**src/rtl/shift_out_driver.sv**
```systemverilog
// ----------------------------------------------------------------------------
// shift_out_driver
//
// Serialises a parallel word onto a 74HC595-style shift-register chain
// (LED bank / 7-segment digits) as sclk / sdat / slatch. It sits between the
// core logic and the board pins, the output-side twin of the debounced input
// path. Core logic raises start for a frame, watches busy, and gets a single
// done pulse when the storage registers have been latched.
//
// Parameters
//   DATA_W    bits per frame (>= 1)
//   CLK_DIV   clk_100mhz cycles per sclk half-period (>= 1)
//   MSB_FIRST 1: data_in[DATA_W-1] leaves first, 0: data_in[0] leaves first
//
// Ports
//   clk_100mhz  in   1       system clock, rising edge
//   rst_n       in   1       synchronous reset, active-low
//   data_in     in   DATA_W  frame payload, sampled only when start is accepted
//   start       in   1       frame request, level-sampled while idle
//   busy        out  1       frame in progress
//   done        out  1       one-cycle pulse when the frame has been latched
//   sclk        out  1       shift clock to the chain, data valid on its rise
//   sdat        out  1       serial data to the chain
//   slatch      out  1       storage-register latch, active-high
//
// Every output comes straight from a flop, so nothing from the inputs reaches
// the pins combinationally.
// ----------------------------------------------------------------------------
module shift_out_driver #(
    parameter int DATA_W    = 16,
    parameter int CLK_DIV   = 2,
    parameter bit MSB_FIRST = 1'b1
) (
    input  logic              clk_100mhz,
    input  logic              rst_n,
    input  logic [DATA_W-1:0] data_in,
    input  logic              start,
    output logic              busy,
    output logic              done,
    output logic              sclk,
    output logic              sdat,
    output logic              slatch
);

    // Counter widths: the divider counts phase cycles 0..CLK_DIV-1, the bit
    // counter indexes bits 0..DATA_W-1. Both return to zero at the end of
    // their phase/frame, so they never need to hold their terminal+1 value.
    localparam int DIV_W = $clog2(CLK_DIV + 1);
    localparam int BIT_W = $clog2(DATA_W + 1);

    localparam logic [DIV_W-1:0] DIV_LAST = DIV_W'(CLK_DIV - 1);
    localparam logic [BIT_W-1:0] BIT_LAST = BIT_W'(DATA_W - 1);
    localparam logic [DIV_W-1:0] DIV_ONE  = DIV_W'(1);
    localparam logic [BIT_W-1:0] BIT_ONE  = BIT_W'(1);

    typedef enum logic [1:0] {
        IDLE     = 2'd0,
        SHIFT_LO = 2'd1,
        SHIFT_HI = 2'd2,
        LATCH    = 2'd3
    } state_t;

    state_t            state_q;
    state_t            state_d;

    logic [DIV_W-1:0]  div_q;
    logic [DIV_W-1:0]  div_d;
    logic [BIT_W-1:0]  bit_q;
    logic [BIT_W-1:0]  bit_d;
    logic [DATA_W-1:0] shift_q;
    logic [DATA_W-1:0] shift_d;

    logic              busy_d;
    logic              done_d;
    logic              sclk_d;
    logic              sdat_d;
    logic              slatch_d;

    logic              phase_end;
    logic              last_bit;
    logic [DATA_W-1:0] shift_adv;
    logic              adv_bit;
    logic              load_bit;

    // Helper terms shared by the next-state and output logic.
    // The outgoing bit always lives at one fixed end of shift_q; advancing
    // shifts the word towards that end so the next bit takes its place.
    // Doing the shift first and then picking the end bit keeps DATA_W=1 legal.
    always_comb begin
        phase_end = (div_q == DIV_LAST);
        last_bit  = (bit_q == BIT_LAST);
        if (MSB_FIRST) begin
            shift_adv = shift_q << 1;
            adv_bit   = shift_adv[DATA_W-1];
            load_bit  = data_in[DATA_W-1];
        end else begin
            shift_adv = shift_q >> 1;
            adv_bit   = shift_adv[0];
            load_bit  = data_in[0];
        end
    end

    // State and datapath registers, including every output pin. Reset is
    // synchronous; asserting it mid-frame simply drops the frame, and since
    // slatch is cleared with everything else the chain never latches a
    // partially shifted word.
    always_ff @(posedge clk_100mhz) begin
        if (!rst_n) begin
            state_q <= IDLE;
            div_q   <= '0;
            bit_q   <= '0;
            shift_q <= '0;
            busy    <= 1'b0;
            done    <= 1'b0;
            sclk    <= 1'b0;
            sdat    <= 1'b0;
            slatch  <= 1'b0;
        end else begin
            state_q <= state_d;
            div_q   <= div_d;
            bit_q   <= bit_d;
            shift_q <= shift_d;
            busy    <= busy_d;
            done    <= done_d;
            sclk    <= sclk_d;
            sdat    <= sdat_d;
            slatch  <= slatch_d;
        end
    end

    // Next-state logic. Each non-idle state lasts exactly CLK_DIV cycles
    // (one sclk half-period); SHIFT_HI decides between another bit and the
    // latch phase. start is only looked at in IDLE, so requests made while a
    // frame is running are dropped rather than queued.
    always_comb begin
        state_d = state_q;
        case (state_q)
            IDLE: begin
                if (start) begin
                    state_d = SHIFT_LO;
                end
            end
            SHIFT_LO: begin
                if (phase_end) begin
                    state_d = SHIFT_HI;
                end
            end
            SHIFT_HI: begin
                if (phase_end) begin
                    state_d = last_bit ? LATCH : SHIFT_LO;
                end
            end
            LATCH: begin
                if (phase_end) begin
                    state_d = IDLE;
                end
            end
            default: begin
                state_d = IDLE;
            end
        endcase
    end

    // Datapath and output values for the next cycle.
    // Outputs are computed one cycle ahead and registered, so each pin
    // reflects the phase the FSM is in. sdat only ever moves on the edge
    // where sclk drops (or at frame load while sclk is already low), giving
    // the chain a full half-period of setup and hold around each sclk rise.
    // The done cycle is the first IDLE cycle; start seen there launches the
    // next frame immediately.
    always_comb begin
        div_d    = div_q;
        bit_d    = bit_q;
        shift_d  = shift_q;
        busy_d   = busy;
        done_d   = 1'b0;
        sclk_d   = sclk;
        sdat_d   = sdat;
        slatch_d = slatch;

        case (state_q)
            IDLE: begin
                div_d    = '0;
                bit_d    = '0;
                busy_d   = 1'b0;
                sclk_d   = 1'b0;
                sdat_d   = 1'b0;
                slatch_d = 1'b0;
                if (start) begin
                    shift_d = data_in;
                    sdat_d  = load_bit;
                    busy_d  = 1'b1;
                end
            end

            SHIFT_LO: begin
                sclk_d = 1'b0;
                if (phase_end) begin
                    div_d  = '0;
                    sclk_d = 1'b1;
                end else begin
                    div_d = div_q + DIV_ONE;
                end
            end

            SHIFT_HI: begin
                sclk_d = 1'b1;
                if (phase_end) begin
                    div_d  = '0;
                    sclk_d = 1'b0;
                    if (last_bit) begin
                        bit_d    = '0;
                        sdat_d   = 1'b0;
                        slatch_d = 1'b1;
                    end else begin
                        bit_d   = bit_q + BIT_ONE;
                        shift_d = shift_adv;
                        sdat_d  = adv_bit;
                    end
                end else begin
                    div_d = div_q + DIV_ONE;
                end
            end

            LATCH: begin
                sclk_d   = 1'b0;
                sdat_d   = 1'b0;
                slatch_d = 1'b1;
                if (phase_end) begin
                    div_d    = '0;
                    slatch_d = 1'b0;
                    busy_d   = 1'b0;
                    done_d   = 1'b1;
                end else begin
                    div_d = div_q + DIV_ONE;
                end
            end

            default: begin
                div_d    = '0;
                bit_d    = '0;
                shift_d  = '0;
                busy_d   = 1'b0;
                sclk_d   = 1'b0;
                sdat_d   = 1'b0;
                slatch_d = 1'b0;
            end
        endcase
    end

endmodule
```
**config.mk**
```make
export PLATFORM = sky130hd
export DESIGN_NAME = shift_out_driver
export DESIGN_NICKNAME = d
export VERILOG_FILES = /design/src/rtl/shift_out_driver.sv
export SDC_FILE = /design/constraint.sdc
export NUM_CORES = 1
export LEC_CHECK = 0
export BUFFER_PORTS_ARGS = -buffer_cell sky130_fd_sc_hd__buf_2
export CAP_MARGIN = 0
export CORE_MARGIN = 2
export CORE_UTILIZATION = 59
export DETAILED_ROUTE_END_ITERATION = 16
export PLACE_DENSITY = 0.82
export SYNTH_ARGS = -nofsm -noshare
export SYNTH_HDL_FRONTEND = slang
export SYNTH_SLANG_ARGS = --single-unit
```
**constraint.sdc**
```tcl
create_clock -name clk_100mhz -period 5.3 [get_ports clk_100mhz]
set_clock_uncertainty 0.15 [all_clocks]
set_input_delay 0.265 -clock clk_100mhz [delete_from_list [all_inputs] [get_ports clk_100mhz]]
set_output_delay 0.265 -clock clk_100mhz [all_outputs]
set_load 0.1 [all_outputs]
```
# Word level (Yosys, flattened, before mapping)
# Cells that the tools add are included.
[classes]
n_eq_ne = 11
add_sub_neg = 2
reduce_logical = 13
mux = 28
[ops]
columns = ["operator", "count"]
rows = [
  ["2-to-1 mux 15 bit", 3],
  ["case mux 15 bit (2 select lines)", 1],
  ["2-to-1 mux 2 bit", 6],
  ["inequality test 2 bit (second input constant)", 6],
  ["2-to-1 mux 5 bit", 2],
  ["case mux 5 bit (2 select lines)", 1],
  ["2-to-1 mux 1 bit", 9],
  ["case mux 1 bit (3 select lines)", 3],
  ["case mux 2 bit (4 select lines)", 1],
  ["AND reduction 2 bit", 4],
  ["AND reduction 4 bit", 2],
  ["adder 5 x 1 -> 5 bit (second input constant)", 1],
  ["equality test 5 x 4 -> 1 bit (second input constant)", 1],
  ["equality test 2 x 1 -> 1 bit (second input constant)", 2],
  ["equality test 2 bit (second input constant)", 2],
  ["case mux 2 bit (2 select lines)", 1],
  ["nonzero test 2 bit", 2],
  ["AND reduction 3 bit", 1],
  ["nonzero test 3 bit", 1],
  ["OR reduction 3 bit", 1],
  ["adder 2 x 1 -> 2 bit (second input constant)", 1],
  ["zero test 2 bit", 1],
  ["case mux 1 bit (2 select lines)", 1],
  ["OR reduction 2 bit", 1],
]
[totals]
output_inout_bits = 5
elab_cells = 63
reg_bits = 29
in_bits = 19

# Logic depth before layout (Yosys ltp)
# Gate-level depths: netlist of run 1.
[depth]
word_depth = 4
ltp_mapped = 7
depth_no_buf = 6

# Least setup slack after synthesis of run 1
# OpenSTA, ideal clock, no wires.
[synth_timing]
path_kind = "register to register"
from = "register bit_q[0]"
to = "register shift_q[11]"
slack_ns = 3.620
period_less_slack_ns = 1.680
required_ns = 5.069
path_buffers = 1
setup_time_ns = 0.081
arrival_ns = 1.449
path_stages_with_launch = 7
cell_sequence = "dfxtp_1 > ha_1 > and4b_1 > a221oi_4 > buf_6 > nor2_1 > a211oi_2"
[synth_between]
elab_chain_len = 3
[synth_rtl]
columns = ["element", "line_no", "text"]
rows = [
  ["start, declared", "68", "logic [BIT_W-1:0] bit_q;"],
  ["start signal, assigned", "121", "bit_q <= bit_d;"],
  ["equality test 5 x 4 -> 1 bit", "91", "last_bit = (bit_q == BIT_LAST);"],
  ["inequality test 2 bit (no source line)", "n/a", ""],
  ["AND reduction 4 bit (no source line)", "n/a", ""],
  ["end signal, assigned", "122", "shift_q <= shift_d;"],
  ["end, declared", "70", "logic [DATA_W-1:0] shift_q;"],
]
# Every way passes these cells.
# A chain may end at the register's enable or synchronous reset.

# Final worst setup path of run 1
[layout_timing]
from = "register state_q[1]"
to = "register bit_q[3]"
[layout_between]
elab_chain_len = 3
elab_cells_between_ends = 6
cone_classes = "eq/ne (2); mux (1); reduce/logical (3)"
[layout_rtl]
columns = ["element", "line_no", "text"]
rows = [
  ["start, declared", "63", "state_t state_q;"],
  ["start signal, assigned", "119", "state_q <= state_d;"],
  ["equality test 2 bit / zero test 2 bit (equally long branches)", "181", "case (state_q)"],
  ["inequality test 2 bit (no source line) / nonzero test 2 bit (equally long branches)", "n/a", ""],
  ["AND reduction 2 bit (no source line)", "n/a", ""],
]
# Parallel ways exist; a longest one is shown, timed or not.

==> results of run 1 <==
final cells by class:
cell class	instances	share of cell area [%]
sequential	29	37.06
tap	28	2.236
multi-input combinational	108	48.64
clock buffer	7	3.514
timing repair buffer	24	7.828
inverter	3	0.7189
cells in the mapped netlist (all sizes together):
cell    count
nand2      10
nand3b      1
ha          2
a21o        1
nor3        2
o21a        1
a31oi       1
a21oi      12
nor3b       1
nand2b      4
o311ai      1
mux2i      14
nand3       5
nand4       2
o21ai       4
a211oi     14
clkbuf      3
buf         8
a21bo       1
a221oi      1
and4b       1
nor2       25
inv         3
nand4b      1
dfxtp      29
o211ai      2
nor2b       1
or3b        1
placed cells by master (no fill, tap or decap), drive strengths merged, types with 2 or more instances in the layout:
cell type and n:
inv 3, nand2b 4, nor2 25, o211ai 2
nand4 2, clkbuf 7, dfxtp 29, nand2 10
nand3 5, mux2i 14, a211oi 14, nor3 2
ha 2, a21oi 12, buf 24, o21ai 4
power by group through the flow:
stage / logic, uW / registers [uW] / clock network [uW]
detailed placement: 83.5 / 250 / 0
global route: 91.7 / 247 / 147
finish: 83.1 / 245 / 130
global placement: 80.0 / 249 / 0
floorplan: 61.6 / 257 / 0
CTS: 83.6 / 245 / 135
worst max-delay path, stage by stage, from the launching register on:
cell      delay (ns)
dfxtp_1         0.72
nand2b_1        0.67
nor2_1          0.50
nand3_1         0.12
a31oi_1         0.18
flip-flops by register name, indices dropped and copies added (netlist names):
register / cells
done: 1
state_q: 2
shift_q: 15
busy: 1
div_q: 2
slatch: 1
sclk: 1
sdat: 1
bit_q: 5
cells by family (layout without fill, tap and decap cells):
group | Yosys count | in the layout | synth area share [%]
AND/OR/NAND/NOR | 54 | 54 | 18.17
multiplexers | 14 | 14 | 9.781
adder cells (fa/ha/maj) | 2 | 2 | 1.746
flip-flops | 29 | 29 | 40.52
buffers and inverters | 14 | 34 | 6.288
AO/OA/AOI/OAI | 38 | 38 | 23.49
routing by layer:
layer / GRT usage (%) / part of all wire [%]
met4: 7.692 / 1.6
met3: 7.627 / 4.5
met2: 36.63 / 49
met1: 24.08 / 44
met5: 0 / 0
worst max-delay path by stage:
stage               slack (ns)          end        from
global placement          3.03     bit_q[3]  state_q[1]
finish                    2.87     bit_q[3]  state_q[1]
global route              2.71     bit_q[3]  state_q[1]
detailed placement        2.93     bit_q[3]  state_q[1]
CTS                       2.90     bit_q[3]  state_q[1]
floorplan                 3.62  shift_q[11]    bit_q[0]
through the flow:
stage          hold slack (ns)  total power [uW]  setup slack [ns]  cell area [um^2]  cells
4_1_cts                0.02387             463.6             2.896              1567    199
5_1_grt                0.05359             485.4             2.707              1567    199
6_report               0.03493             458.2             2.866              1567    199
2_1_floorplan           0.2356             318.5             3.620              1433    151
3_3_place_gp            0.2575             328.5             3.031              1511    192
3_5_place_dp            0.2669             333.5             2.928              1511    192
==> impl_metrics.toml, run 1 <==
[sta]
setup_viol = 0
setup_tns_ns = 0
finalCritPeriodShare_pct = 45.92
finalMaxSlewViolations = 0
worst_slew_pin_slew_ns = 0.9598
maxSlewHeadroom_pct = 36.02
rsz0062_at_grt = "false"
hold_violations = 0
period_needed_ns = 2.434
fmax_mhz = 410.9

[placement]
io_buffer_count = 23
gp_congestion = 0.7998
dp_hpwl_um = 1890

[clock_network]
path_clk_slew_ns = 0.08
cts_setup_buffers = 0
ctsResizeCount = 0
cts_tree = "done"
clk_latency_ns = 0.32
cts_buffers = 5
cts-root-buf = "clkbuf_4"
cts.htree.levels = 2
postCtsHoldBufs = 0
clkSinkCount = 29
clockBufferDepth = 2

[cells_and_area]
diodes = 0
utilization_pct = 69.48
fillers = 181
fin_nets = 192
multi_input_area_um2 = 762.0
syn_to_final_growth_pct = 9.345
ff_latch_area_um2 = 580.6
layout-drive-gt1-share_pct = 28.07

[synth]
netlist_area_mm2 = 0.001433
syn_avg_cell_area_um2 = 9.488
synth.distinct_cells = 31
synthCells = 151
ys_top_cells_by_area = "dfxtp_1, a211oi_2, mux2i_1"
netlist.area_leader.share_pct = 40.52
synth.ff_latch_count = 29
syn_nets = 172
seq_area_frac_synth_pct = 40.52
synth_top_area_cell = "dfxtp_1"
yosys_warnings = 0

[detailed_routing]
routed_wl_um = 2616
drc_errors = 0
via_count = 1135
drt_iter0_drc = 21
route.antenna.remaining_nets = 0
dr.pass1.iters = 4
drt-vias-per-instance = 5.704
wl_per_cell_um = 13.15

[die]
num_rows = 17
die_h_um = 53.28
chipWidth_um = 53.28
die_area_mm2 = 0.002838
io_pins = 24
initial_core_util_pct = 63.54
core-area_mm2 = 0.002255

[power]
p_sw_uw = 131.9
combPwrFrac_pct = 18.1
switching_share_pct = 28.79
clkPwrFrac_pct = 28.4
seq_power_share_pct = 53.4
ir_drop_v = 0.0002358
p_int_uw = 326.3
p_per_area_mw_per_mm2 = 292.5
p_leak_uw = 0.0006887

[worst_setup_path]
crit_required_ns = 5.39
rrSetupSlack_ns = 2.87
start_kind = "flop"
ff2ff_path_depth = 4
end_kind = "flop"
criticalPathCategory = "flop to flop"
r2r_end = "bit_q[3]"
r2r_start = "state_q[1]"
cp_max_fo = 19
arrival_ns = 2.52

[hold_path]
holdPathEnd = "shift_q[0]"
hold_depth = 3
min_path_type = "input pin to flop"
min-delay-start = "data_in[0]"

[flow_run]
cap_violations = 0

[grt]
grt_pass1_vias = 1015
grt_usage_pct = 21.36
grt-ovfl-total = 0
grt_pass1_wl_um = 4222
grt_max_degree = 31
antenna_found_initial = 0

[run_status]
status = "finished, final reports clean"
Note: power is estimated with default switching activity, not from simulation.
==> run 2, diff against run 1 <==
Settings changed: CORE_UTILIZATION 59 to 54, PLACE_DENSITY 0.82 to 0.76.
Clock period 5.3 ns to 2.4 ns, I/O delays scaled along.
==> run 2 against run 1 <==
  * Final cell count up 4.5%
  * Routed wire length down 0.38%
  * Sequential power up 120%
  * Via count up 0.88%
  * Core utilization down 4.5 points
  * Die area up 8.5%
  * Critical path type unchanged
  * Sequential cell count unchanged
  * Hold slack worse by 0.015 ns
  * Combinational power up 140%
  * First-iteration DRC count down 38%
  * Final area up 3.8%
  * Largest cell class unchanged
  * Register-to-register slack worse by 2.4 ns
==> impl_metrics.toml, run 2 (synthesized netlist as in run 1, its figures left out) <==
[placement]
place_inst = 198
dp_hpwl_um = 1900
gp_congestion = 0.8404
io_buffer_count = 23

[detailed_routing]
via_count = 1145
route.antenna.remaining_nets = 0
drt_iter0_drc = 13
drc_errors = 0
routed_wl_um = 2606
wl_per_cell_um = 12.53
dr.pass1.iters = 4
drt-vias-per-instance = 5.505

[sta]
fmax_mhz = 511.6
maxSlewHeadroom_pct = 67.64
setup_tns_ns = 0
period_needed_ns = 1.955
finalMaxSlewViolations = 0
rsz0062_at_grt = "false"
hold_violations = 0
finalCritPeriodShare_pct = 81.45
worst_slew_pin_slew_ns = 0.4888
hold_ws_ns = 0.01980
setup_viol = 0

[worst_setup_path]
ff2ff_path_depth = 5
r2r_end = "sdat"
criticalPathCategory = "flop to flop"
crit_required_ns = 2.50
arrival_ns = 2.05
crit_end = "sdat"
rrSetupSlack_ns = 0.45
end_kind = "flop"
cp_max_fo = 12
cp-startpoint = "state_q[1]"
start_kind = "flop"
r2r_start = "state_q[1]"

[power]
switching_share_pct = 29.65
combPwrFrac_pct = 19.9
ir_drop_v = 0.0004361
p_int_uw = 706.1
p_leak_uw = 0.0007182
clkPwrFrac_pct = 27.1
seq_power_share_pct = 53.0
p_sw_uw = 297.5
p_per_area_mw_per_mm2 = 617.5

[run_status]
status = "finished, final reports clean"

[hold_path]
min-delay-start = "data_in[9]"
min_path_type = "input pin to flop"

[clock_network]
cts_tree = "done"
ctsResizeCount = 0
clockBufferDepth = 2
cts.htree.levels = 2
cts_setup_buffers = 0
postCtsHoldBufs = 2
cts_buffers = 5
clkSinkCount = 29
clk_latency_ns = 0.33
path_clk_slew_ns = 0.09
cts-root-buf = "clkbuf_4"

[grt]
grt_pass1_vias = 1136
grt_max_degree = 31
grt_usage_pct = 19.84
antenna_found_initial = 0
grt-ovfl-total = 0
grt_pass1_wl_um = 4774

[cells_and_area]
reg_top3 = "shift_q (15), bit_q (5)"
fin_nets = 198
largest_reg_flops = 15
layout-drive-gt1-share_pct = 28.65
layout_common_cells = "dfxtp_1, nor2_1, buf_2"
top_register = "shift_q"
syn_to_final_growth_pct = 13.45
layout_commonest_cell = "dfxtp_1"
diodes = 0
fin_cells = 208

[die]
core-area_mm2 = 0.002500
chipWidth_um = 55.51
io_pins = 24
die_area_mm2 = 0.003081
die_h_um = 55.51
initial_core_util_pct = 57.31
num_rows = 18

[flow_run]
cap_violations = 0
## run 2: worst min-delay path by stage
stage	to	slack, ns	cells after the start
4_1_cts	shift_q[8]	0.007	3
3_3_place_gp	shift_q[0]	0.21	3
6_report	shift_q[9]	0.02	3
3_5_place_dp	shift_q[0]	0.23	3
2_1_floorplan	bit_q[4]	0.09	2
5_1_grt	shift_q[10]	0.02	3
## run 2: area by class of cell
cell class	count	area [um^2]
clock buffer	8	48.80
fill	215	874.6
inverter	3	11.26
multi-input combinational	108	762.0
sequential	29	580.6
tap	30	37.54
timing repair buffer	30	185.2
## run 2: stage by stage
stage               util (%)  area, um^2  setup slack (ns)  total power, uW
floorplan                  -        1433            0.7196            703.3
detailed placement     62.26        1556            0.4554            741.0
global placement       62.26        1556            0.5186            730.9
global route           65.02        1625            0.2586             1063
CTS                    65.02        1625            0.4392             1014
finish                 65.02        1625            0.4452             1004
## run 2: metal layers
layer | share of wire (%) | track usage, % | up-vias
met5 | 0 | 0 | -
met4 | 2.8 | 12.20 | 0
met3 | 3.3 | 4.918 | 7
met2 | 49 | 31.63 | 19
met1 | 45 | 23.87 | 527
li1 | - | - | 592
## run 2: worst max-delay path, cell delays in order, from the launching register on
cell      delay (ns)
dfxtp_1         0.57
nand2b_1        0.31
buf_12          0.25
nor2_1          0.27
a21oi_1         0.14
nor3_1          0.17
## run 2: power by group through the flow
stage / registers [uW] / logic [uW] / clock network [uW]
global route: 537 / 220 / 306
detailed placement: 544 / 197 / 0
floorplan: 567 / 136 / 0
CTS: 532 / 200 / 282
global placement: 541 / 190 / 0
finish: 532 / 200 / 272
